File: src/rtl/muntjac_pkg.sv
// muntjac_pkg: trace record and RVFI-DII v1 execution packet types with packet builders.
package muntjac_pkg;
  localparam int RvfiPktBeats = 11;
  typedef struct packed {
    logic        valid;
    logic [63:0] pc;
    logic [63:0] pc_wd;
    logic [31:0] instr_word;
    logic [4:0]  gpr;
    logic [63:0] gpr_data;
    logic [63:0] mem_addr;
    logic [63:0] mem_write_data;
    logic        trap;
  } instr_trace_t;
  typedef struct packed {
    logic [63:0] order;
    logic [63:0] pc_rdata;
    logic [63:0] pc_wdata;
    logic [63:0] insn;
    logic [63:0] rs1_data;
    logic [63:0] rs2_data;
    logic [63:0] rd_wdata;
    logic [63:0] mem_addr;
    logic [63:0] mem_rdata;
    logic [63:0] mem_wdata;
    logic [7:0]  mem_rmask;
    logic [7:0]  mem_wmask;
    logic [7:0]  rs1_addr;
    logic [7:0]  rs2_addr;
    logic [7:0]  rd_addr;
    logic [7:0]  trap;
    logic [7:0]  halt;
    logic [7:0]  intr;
  } rvfi_pkt_t;
  function automatic rvfi_pkt_t rvfi_pkt_from_trace(instr_trace_t t, logic [63:0] order);
    rvfi_pkt_t p;
    p = '0;
    p.order = order;
    p.pc_rdata = t.pc;
    p.pc_wdata = t.pc_wd;
    p.insn = {32'b0, t.instr_word};
    p.rd_wdata = t.gpr_data;
    p.mem_addr = t.mem_addr;
    p.mem_wdata = t.mem_write_data;
    p.rd_addr = {3'b0, t.gpr};
    p.trap = {7'b0, t.trap};
    return p;
  endfunction
  function automatic rvfi_pkt_t rvfi_halt_pkt(logic [63:0] order);
    rvfi_pkt_t p;
    p = '0;
    p.order = order;
    p.halt = 8'd1;
    return p;
  endfunction
  // Byte fields go out little-endian, so the final beat reverses their declaration order.
  function automatic logic [63:0] rvfi_pkt_beat(rvfi_pkt_t p, logic [3:0] beat);
    int hi;
    hi = $bits(rvfi_pkt_t) - 1 - 64 * int'(beat);
    return beat == 4'd10 ? {p.intr, p.halt, p.trap, p.rd_addr, p.rs2_addr, p.rs1_addr, p.mem_wmask, p.mem_rmask}
                         : p[hi -: 64];
  endfunction
endpackage

File: src/rtl/muntjac_rvfi_trace_fifo.sv
// muntjac_rvfi_trace_fifo: synchronous FIFO of trace records with full/empty flags.
module muntjac_rvfi_trace_fifo import muntjac_pkg::*; #(
  parameter int Depth = 4
) (
  input  logic         clk_i,
  input  logic         rst_i,
  input  logic         wr,
  input  instr_trace_t wdata,
  input  logic         rd,
  output instr_trace_t rdata,
  output logic         full,
  output logic         empty
);
  localparam int Aw = $clog2(Depth);
  instr_trace_t mem [Depth];
  logic [Aw:0] wp, rp;
  assign empty = wp == rp;
  assign full = (wp[Aw] != rp[Aw]) && (wp[Aw-1:0] == rp[Aw-1:0]);
  assign rdata = mem[rp[Aw-1:0]];
  always_ff @(posedge clk_i or posedge rst_i)
    if (rst_i) begin
      wp <= '0;
      rp <= '0;
    end else begin
      if (wr) wp <= wp + 1'b1;
      if (rd) rp <= rp + 1'b1;
    end
  always_ff @(posedge clk_i)
    if (wr) mem[wp[Aw-1:0]] <= wdata;
endmodule

File: src/rtl/muntjac_rvfi_pkt_tx.sv
// muntjac_rvfi_pkt_tx: serialises buffered trace records and halt requests into RVFI-DII packets.
module muntjac_rvfi_pkt_tx import muntjac_pkg::*; #(
  parameter int FifoDepth = 4
) (
  input  logic         clk_i,
  input  logic         rst_i,
  input  instr_trace_t trace_i,
  input  logic         halt_req_i,
  output logic         tx_valid_o,
  input  logic         tx_ready_i,
  output logic [63:0]  tx_data_o,
  output logic         tx_last_o,
  output logic         overflow_o,
  output logic         halt_done_o,
  output logic         busy_o
);
  typedef enum logic {IDLE, SEND} state_t;
  state_t state;
  instr_trace_t head;
  rvfi_pkt_t pkt;
  logic [63:0] order;
  logic [3:0] beat;
  logic is_halt, halt_pending, full, empty, pop;
  assign pop = state == IDLE && !empty;
  muntjac_rvfi_trace_fifo #(.Depth(FifoDepth)) u_fifo (
    .clk_i(clk_i),
    .rst_i(rst_i),
    .wr(trace_i.valid && !full),
    .wdata(trace_i),
    .rd(pop),
    .rdata(head),
    .full(full),
    .empty(empty)
  );
  assign tx_valid_o = state == SEND;
  assign tx_last_o = tx_valid_o && beat == 4'(RvfiPktBeats - 1);
  assign tx_data_o = tx_valid_o ? rvfi_pkt_beat(pkt, beat) : '0;
  assign busy_o = !empty || tx_valid_o || halt_pending;
  always_ff @(posedge clk_i or posedge rst_i)
    if (rst_i) begin
      state <= IDLE;
      pkt <= '0;
      order <= '0;
      beat <= '0;
      is_halt <= 1'b0;
      halt_pending <= 1'b0;
      overflow_o <= 1'b0;
      halt_done_o <= 1'b0;
    end else begin
      halt_done_o <= 1'b0;
      if (trace_i.valid && full) overflow_o <= 1'b1;
      if (state == IDLE) begin
        if (!empty || halt_pending) begin
          pkt <= !empty ? rvfi_pkt_from_trace(head, order) : rvfi_halt_pkt(order);
          is_halt <= empty;
          beat <= '0;
          state <= SEND;
        end
      end else if (tx_ready_i) begin
        beat <= beat + 1'b1;
        if (tx_last_o) begin
          state <= IDLE;
          if (is_halt) begin
            halt_pending <= 1'b0;
            halt_done_o <= 1'b1;
          end else order <= order + 1'b1;
        end
      end
      // A request landing on the completion cycle asks for a fresh halt packet.
      if (halt_req_i) halt_pending <= 1'b1;
    end
endmodule

File: config.mk
export PLATFORM = sky130hd
export DESIGN_NAME = muntjac_rvfi_pkt_tx
export DESIGN_NICKNAME = d
export VERILOG_FILES = /design/src/rtl/muntjac_pkg.sv /design/src/rtl/muntjac_rvfi_trace_fifo.sv /design/src/rtl/muntjac_rvfi_pkt_tx.sv
export SDC_FILE = /design/constraint.sdc
export NUM_CORES = 2
export LEC_CHECK = 0
export BUFFER_PORTS_ARGS = -buffer_cell sky130_fd_sc_hd__buf_2
export CAP_MARGIN = 20
export CELL_PAD_IN_SITES_DETAIL_PLACEMENT = 1
export CELL_PAD_IN_SITES_GLOBAL_PLACEMENT = 1
export CORE_ASPECT_RATIO = 0.75
export CORE_MARGIN = 2
export CORE_UTILIZATION = 40
export DETAILED_ROUTE_END_ITERATION = 16
export PLACE_DENSITY = 0.65
export SYNTH_ARGS = -nofsm -noshare
export SYNTH_HDL_FRONTEND = slang
export SYNTH_SLANG_ARGS = --single-unit
File: constraint.sdc
create_clock -name clk_i -period 19.5 [get_ports clk_i]
set_clock_uncertainty 0.1 [all_clocks]
set_input_delay 0 -clock clk_i [delete_from_list [all_inputs] [get_ports clk_i]]
set_output_delay 0 -clock clk_i [all_outputs]
set_load 0.005 [all_outputs]
# Word-level counts from Yosys, hierarchy flattened
# Memories as Yosys holds them, arrays and structs flattened.
# Index checks and enable logic that the tools add are counted.
[word_totals]
elab_cells = 81
output_inout_bits = 69
ram_bits = 1436
mem_count = 1
input_bits = 363
regBits = 783
[memory_table]
columns = ["name", "depth", "word_bits", "read_ports", "rd_clocked_by_memory_dff", "write_ports", "line", "rtl"]
rows = [
  ["u_fifo.mem", 4, 359, 1, 0, 1, "muntjac_rvfi_trace_fifo.sv:15", "instr_trace_t mem [Depth];"],
]
[op_classes]
bitwise = 2
shift = 1
reduce_logical = 19
addsub = 5
mux = 21
n_eq_ne = 5
[op_table]
columns = ["cell", "n"]
rows = [
  ["$shiftx 767x11->64", 1],
  ["$mux 640", 1],
  ["$mux 64", 2],
  ["$add 64x1->64 const B", 1],
  ["$mux 1", 15],
  ["$mux 4", 3],
  ["$sub 10x10->11 const A", 1],
  ["$reduce_bool 2->1", 5],
  ["$reduce_and 4->1", 2],
  ["$add 3x1->3 const B", 2],
  ["$logic_and 1x1->1", 5],
  ["$add 4x1->4 const B", 1],
  ["$eq 4x4->1 const B", 1],
  ["$reduce_and 2->1", 2],
  ["$eq 3x3->1", 1],
  ["$logic_or 1x1->1", 3],
  ["$eq 2x2->1", 1],
  ["$logic_not 1->1", 2],
  ["$ne 2x2->1 const B", 1],
  ["$not 1->1", 2],
  ["$ne 1x1->1", 1],
]

# Logic depth before layout (Yosys ltp)
[logic_depth]
ltp_word = 6
ltp_mapped = 12
ltp_nobuf = 7

# By module
# Synthesis repeated with hierarchy kept, for this count alone.
[unflattened]
hier_cells = 3841
area_unflattened_um2 = 74282.5
[by_module_without_submodules]
columns = ["module", "instances", "seq_area_each_um2", "area_per_inst_um2", "cells_each"]
rows = [
  ["muntjac_rvfi_trace_fifo", 1, 43271.5, 52148.8, 1906],
  ["muntjac_rvfi_pkt_tx", 1, 12386.9, 22133.7, 1935],
]

# Least setup slack after synthesis
# OpenSTA, ideal clock, no wires.
[synth_path]
path_type = "reg2reg"
from = "reg u_fifo.rp[0]"
to = "mem u_fifo.mem[3][0] (netlist bit) (enable)"
n_path_buf = 1
stages_incl_launch_ff = 6
setup_time_ps = 769
slack_ps = 9497
t_arrival_ps = 9133
period_less_slack_ps = 10003
t_required_ps = 18631
path_cell_list = "dfrtp_1 buf_2 xnor2_1 nand2_1 o21a_1 and2_1"
[synth_via]
elab_chain_cells = 6
[synth_rtl]
columns = ["element", "line", "rtl"]
rows = [
  ["start, declared", "muntjac_rvfi_trace_fifo.sv:16", "logic [Aw:0] wp, rp;"],
  ["start signal, assigned", "muntjac_rvfi_trace_fifo.sv:26", "if (rd) rp <= rp + 1'b1;"],
  ["$eq 2x2->1", "muntjac_rvfi_trace_fifo.sv:18", "assign full = (wp[Aw] != rp[Aw]) && (wp[Aw-1:0] == rp[Aw-1:0]);"],
  ["$logic_and 1x1->1", "muntjac_rvfi_trace_fifo.sv:18", ""],
  ["$logic_not 1->1", "muntjac_rvfi_pkt_tx.sv:28", ".wr(trace_i.valid && !full),"],
  ["$logic_and 1x1->1", "muntjac_rvfi_pkt_tx.sv:28", ""],
  ["$mux 1", "muntjac_rvfi_trace_fifo.sv:29", "if (wr) mem[wp[Aw-1:0]] <= wdata;"],
  ["$mux 1 (implied by the code)", "muntjac_rvfi_trace_fifo.sv:29", ""],
  ["end, declared", "muntjac_rvfi_trace_fifo.sv:15", ""],
]
# No other way between the ends.

# Worst setup path in the final report
[layout_path]
from = "reg u_fifo.rp[0]"
to = "mem u_fifo.mem[2][111] (netlist bit) (enable)"
# Same word-level chain as after synthesis.

==> key figures <==
Worst setup path
  • Worst Path Buf+Inv: 3
  • Top Family by Delay on Critical Path: buffers and inverters
  • WS Path Type: register to register
  • WP data arrival: 5.97 ns
  • CP most frequent cell: buf_4
  • Critical-path maximum fanout: 57
  • Critical Path Source Type: register
  • CP peak stage delay: around 1.1 ns
  • CP cell instances: xnor2_1 > nand2_1 > o21a_1 > and2_4 > buf_4 > buf_4 > buf_4
  • Max stage delay cell, worst path: dfrtp_4
  • Setup crit end kind: register
  • Worst endpoint required time: 19.84 ns
  • R2R cell count: 7
  • Worst path depth: 7

Clock tree
  • TritonCTS clock tree: yes
  • H-tree level count: 4
  • CTS clock-pin slew for the worst setup and hold paths: 0.06 ns
  • TritonCTS Sinks: 1933
  • Clk root buf: clkbuf_16
  • TritonCTS Buffers: 185
  • CTS max path bufs: 3
  • Skew-Pair Late Insertion Delay: 0.82 ns
  • Post-CTS Setup Inserts: 0
  • Post-CTS resize count: 0

Logic synthesis
  • Commonest register cell after synthesis: edfxtp_1
  • Area of the mapped netlist: 73800 um2
  • Share of the synthesized area in the top cell type: 58.27%
  • Synth warn: 0
  • Post-synthesis cell count: 3774
  • Largest cells by area after synthesis: edfxtp_1, dfrtp_1, mux4_2
  • Seq/Total Area, Yosys: around three quarters
  • Ys async rst share: between 20% and 30%
  • Synth Register Bits: 1933
  • Netlist cell types: 48
  • Post-synth EDFFs: 1432
  • Leading area contributor after synthesis: edfxtp_1
  • Mean cell area of the mapped netlist: 19.55 um2
  • Net Count, Synth: 4145

Floorplanning
  • Die height: 376.0 um
  • # rows: 136
  • IO Pins: between 400 and 500
  • Core ar.: between 150000 and 200000 um2
  • Initial core utilization: 40.27%
  • Total die area: about 190000 um2
  • Die X: 500.0 um

Detailed routing
  • DR iter-0 viols: 2978
  • TritonRoute pass-1 iters: 7
  • Post-Route WL: a little over 200000 um
  • Number of remaining DRC errors: 0
  • Antenna Nets Post-Route: 0
  • Drt wl/cell: 27.35 um
  • Routed vias: around 41000
  • Vias per Instance: 5.452

Status
  • Status: complete, no violations

Global route
  • Initial antenna violation count: 60
  • Vias in the first global route: 44301
  • Largest net degree at the start of global routing: 192
  • First-pass GRT wire length: 304700 um
  • GR Overflow Total: 0
  • Global Route Usage Sum: between 20% and 30%

Cells and area
  • Share of cells above drive strength 1: 24.70%
  • Final core occ: 50.44%
  • Sequential cell area: 55550 um2
  • Area grow syn2layout: 25.27%
  • Total Nets Final: 5303
  • FILL cells: around 17000
  • Most frequent cells in the layout: edfxtp_1, dlygate4sd3_1, dfrtp_1
  • Commonest non-fill, non-tap cell in the layout: edfxtp_1
  • Footprint of the multi-input gates: between 15000 and 20000 um2

STA
  • Max-Slew Margin vs Limit: 22.85%
  • Worst-Margin Slew: 1.154 ns
  • Number of setup violations in the final report: 0
  • Hold Vio Cnt, Final: 0
  • Setup_tns: 0 ns
  • Max-slew violations: 0
  • Post-route minimum period: 5.634 ns
  • Final Cycle Share: 28.89%
  • Worst setup margin: 13.87 ns
  • Worst hold slack: between 0.06 and 0.07 ns
  • RSZ-0062 raised after global routing: no
  • Fmax: 177.5 MHz

Power
  • PwrDens: 150.9 nW/um2
  • Maximum vdd ir drop: 0.1141 mV
  • Post-route total power: 0.01395 W
  • P_leak: 33.39 nW

Placement
  • Placer congestion estimate: 0.7763
  • Pre-CTS setup slack: 13.71 ns
  • Port Buffers: ~430
  • Dpl hpwl: 124000 um

Hold path
  • Worst hold-check path type: primary input to register
  • Hold Crit Depth: 2

Job
  • Total of max-cap violations: 0
==> what timing repair did <==
action	4_1_cts	5_1_grt
hold buffers	723	0
endpoints found under the hold margin	1563	0
endpoints found under the setup margin	0	0
==> worst register-to-register path, cell delays in order, from the launching register on <==
cell and delay, ns:
dfrtp_4 1.05, xnor2_1 0.31, nand2_1 0.16, o21a_1 0.27
and2_4 0.69, buf_4 0.82, buf_4 0.91, buf_4 0.87
==> logic make-up (layout without fill, tap and decap cells) <==
kind of cell | count (synthesis) | in the layout | share of synthesized area [%]
multiplexers | 530 | 530 | 13.43
flip-flops | 1933 | 1933 | 75.26
XOR/XNOR | 75 | 75 | 0.8901
other | 0 | 24 | 0
buffers and inverters | 255 | 1574 | 1.392
adder cells (fa/ha/maj) | 8 | 8 | 0.1356
AO/OA/AOI/OAI | 610 | 610 | 6.387
AND/OR/NAND/NOR | 363 | 363 | 2.504
==> final timing paths <==
check | endpoint | start | slack, ns
max | u_fifo.mem[2][111] | u_fifo.rp[0] | 13.87
min | u_fifo.mem[1][229] | trace_i[229] | 0.07
max reg2reg | u_fifo.mem[2][111] | u_fifo.rp[0] | 13.87
min reg2reg | order[47] | order[47] | 0.40
max in group asynchronous | pkt[97] | rst_i | 15.91
min in group asynchronous | pkt[562] | rst_i | 0.38
==> layout make-up <==
class,count,share of cell area (%)
Clock buffer,260,5.530
Clock inverter,88,1.429
Timing Repair Buffer,1216,10.83
Inverter,10,0.04873
Sequential cell,1933,60.09
Antenna cell,24,0.06497
Multi-Input combinational cell,1586,18.74
Tap cell,2415,3.269
==> synthesized netlist by cell type, types with 6 or more instances <==
cell / number
buf_2: 56
a21oi_1: 93
o2bb2ai_1: 19
nand2b_1: 39
a222oi_1: 25
xnor2_1: 46
o31ai_1: 14
xor2_1: 29
mux4_2: 358
nor3_1: 15
nor2_1: 41
nand2_1: 129
nand3_1: 78
mux2_2: 102
o22ai_1: 7
o21ai_0: 59
clkbuf_1: 166
buf_1: 23
a31oi_1: 15
nor4_1: 6
a22o_1: 358
o221ai_1: 7
and3_1: 7
and4_1: 8
inv_1: 10
a22oi_1: 7
edfxtp_1: 1432
mux2i_1: 70
dfrtp_1: 501
nand4_1: 15
ha_1: 8
==> per-layer routing <==
metal	wire (um)	track usage, %
met1	86820	29.56
met2	101700	36.44
met3	11660	4.450
met4	5507	5.969
met5	281	0
==> sequential cells by signal (all words and copies together), names as in the netlist <==
name          count
order            64
u_fifo.rp         3
u_fifo.mem     1432
pkt             423
halt_pending      1
u_fifo.wp         3
overflow_o        1
tx_valid_o        1
halt_done_o       1
beat              4
==> where the power goes <==
part           leakage (nW)  internal [W]  total [W]  switching (W)
clock network          3.11       0.00219    0.00381        0.00162
logic                  11.0       0.00173    0.00406        0.00233
registers              19.3       0.00560    0.00608       0.000481
==> stage by stage <==
step | instances | area [um2]
after floorplan | 3774 | 73800
after global placement | 6434 | 78640
after detailed placement | 6436 | 78700
after CTS | 7507 | 92370
after global routing | 7517 | 92410
final | 7532 | 92440
Note: power is estimated with default switching activity, not from simulation.
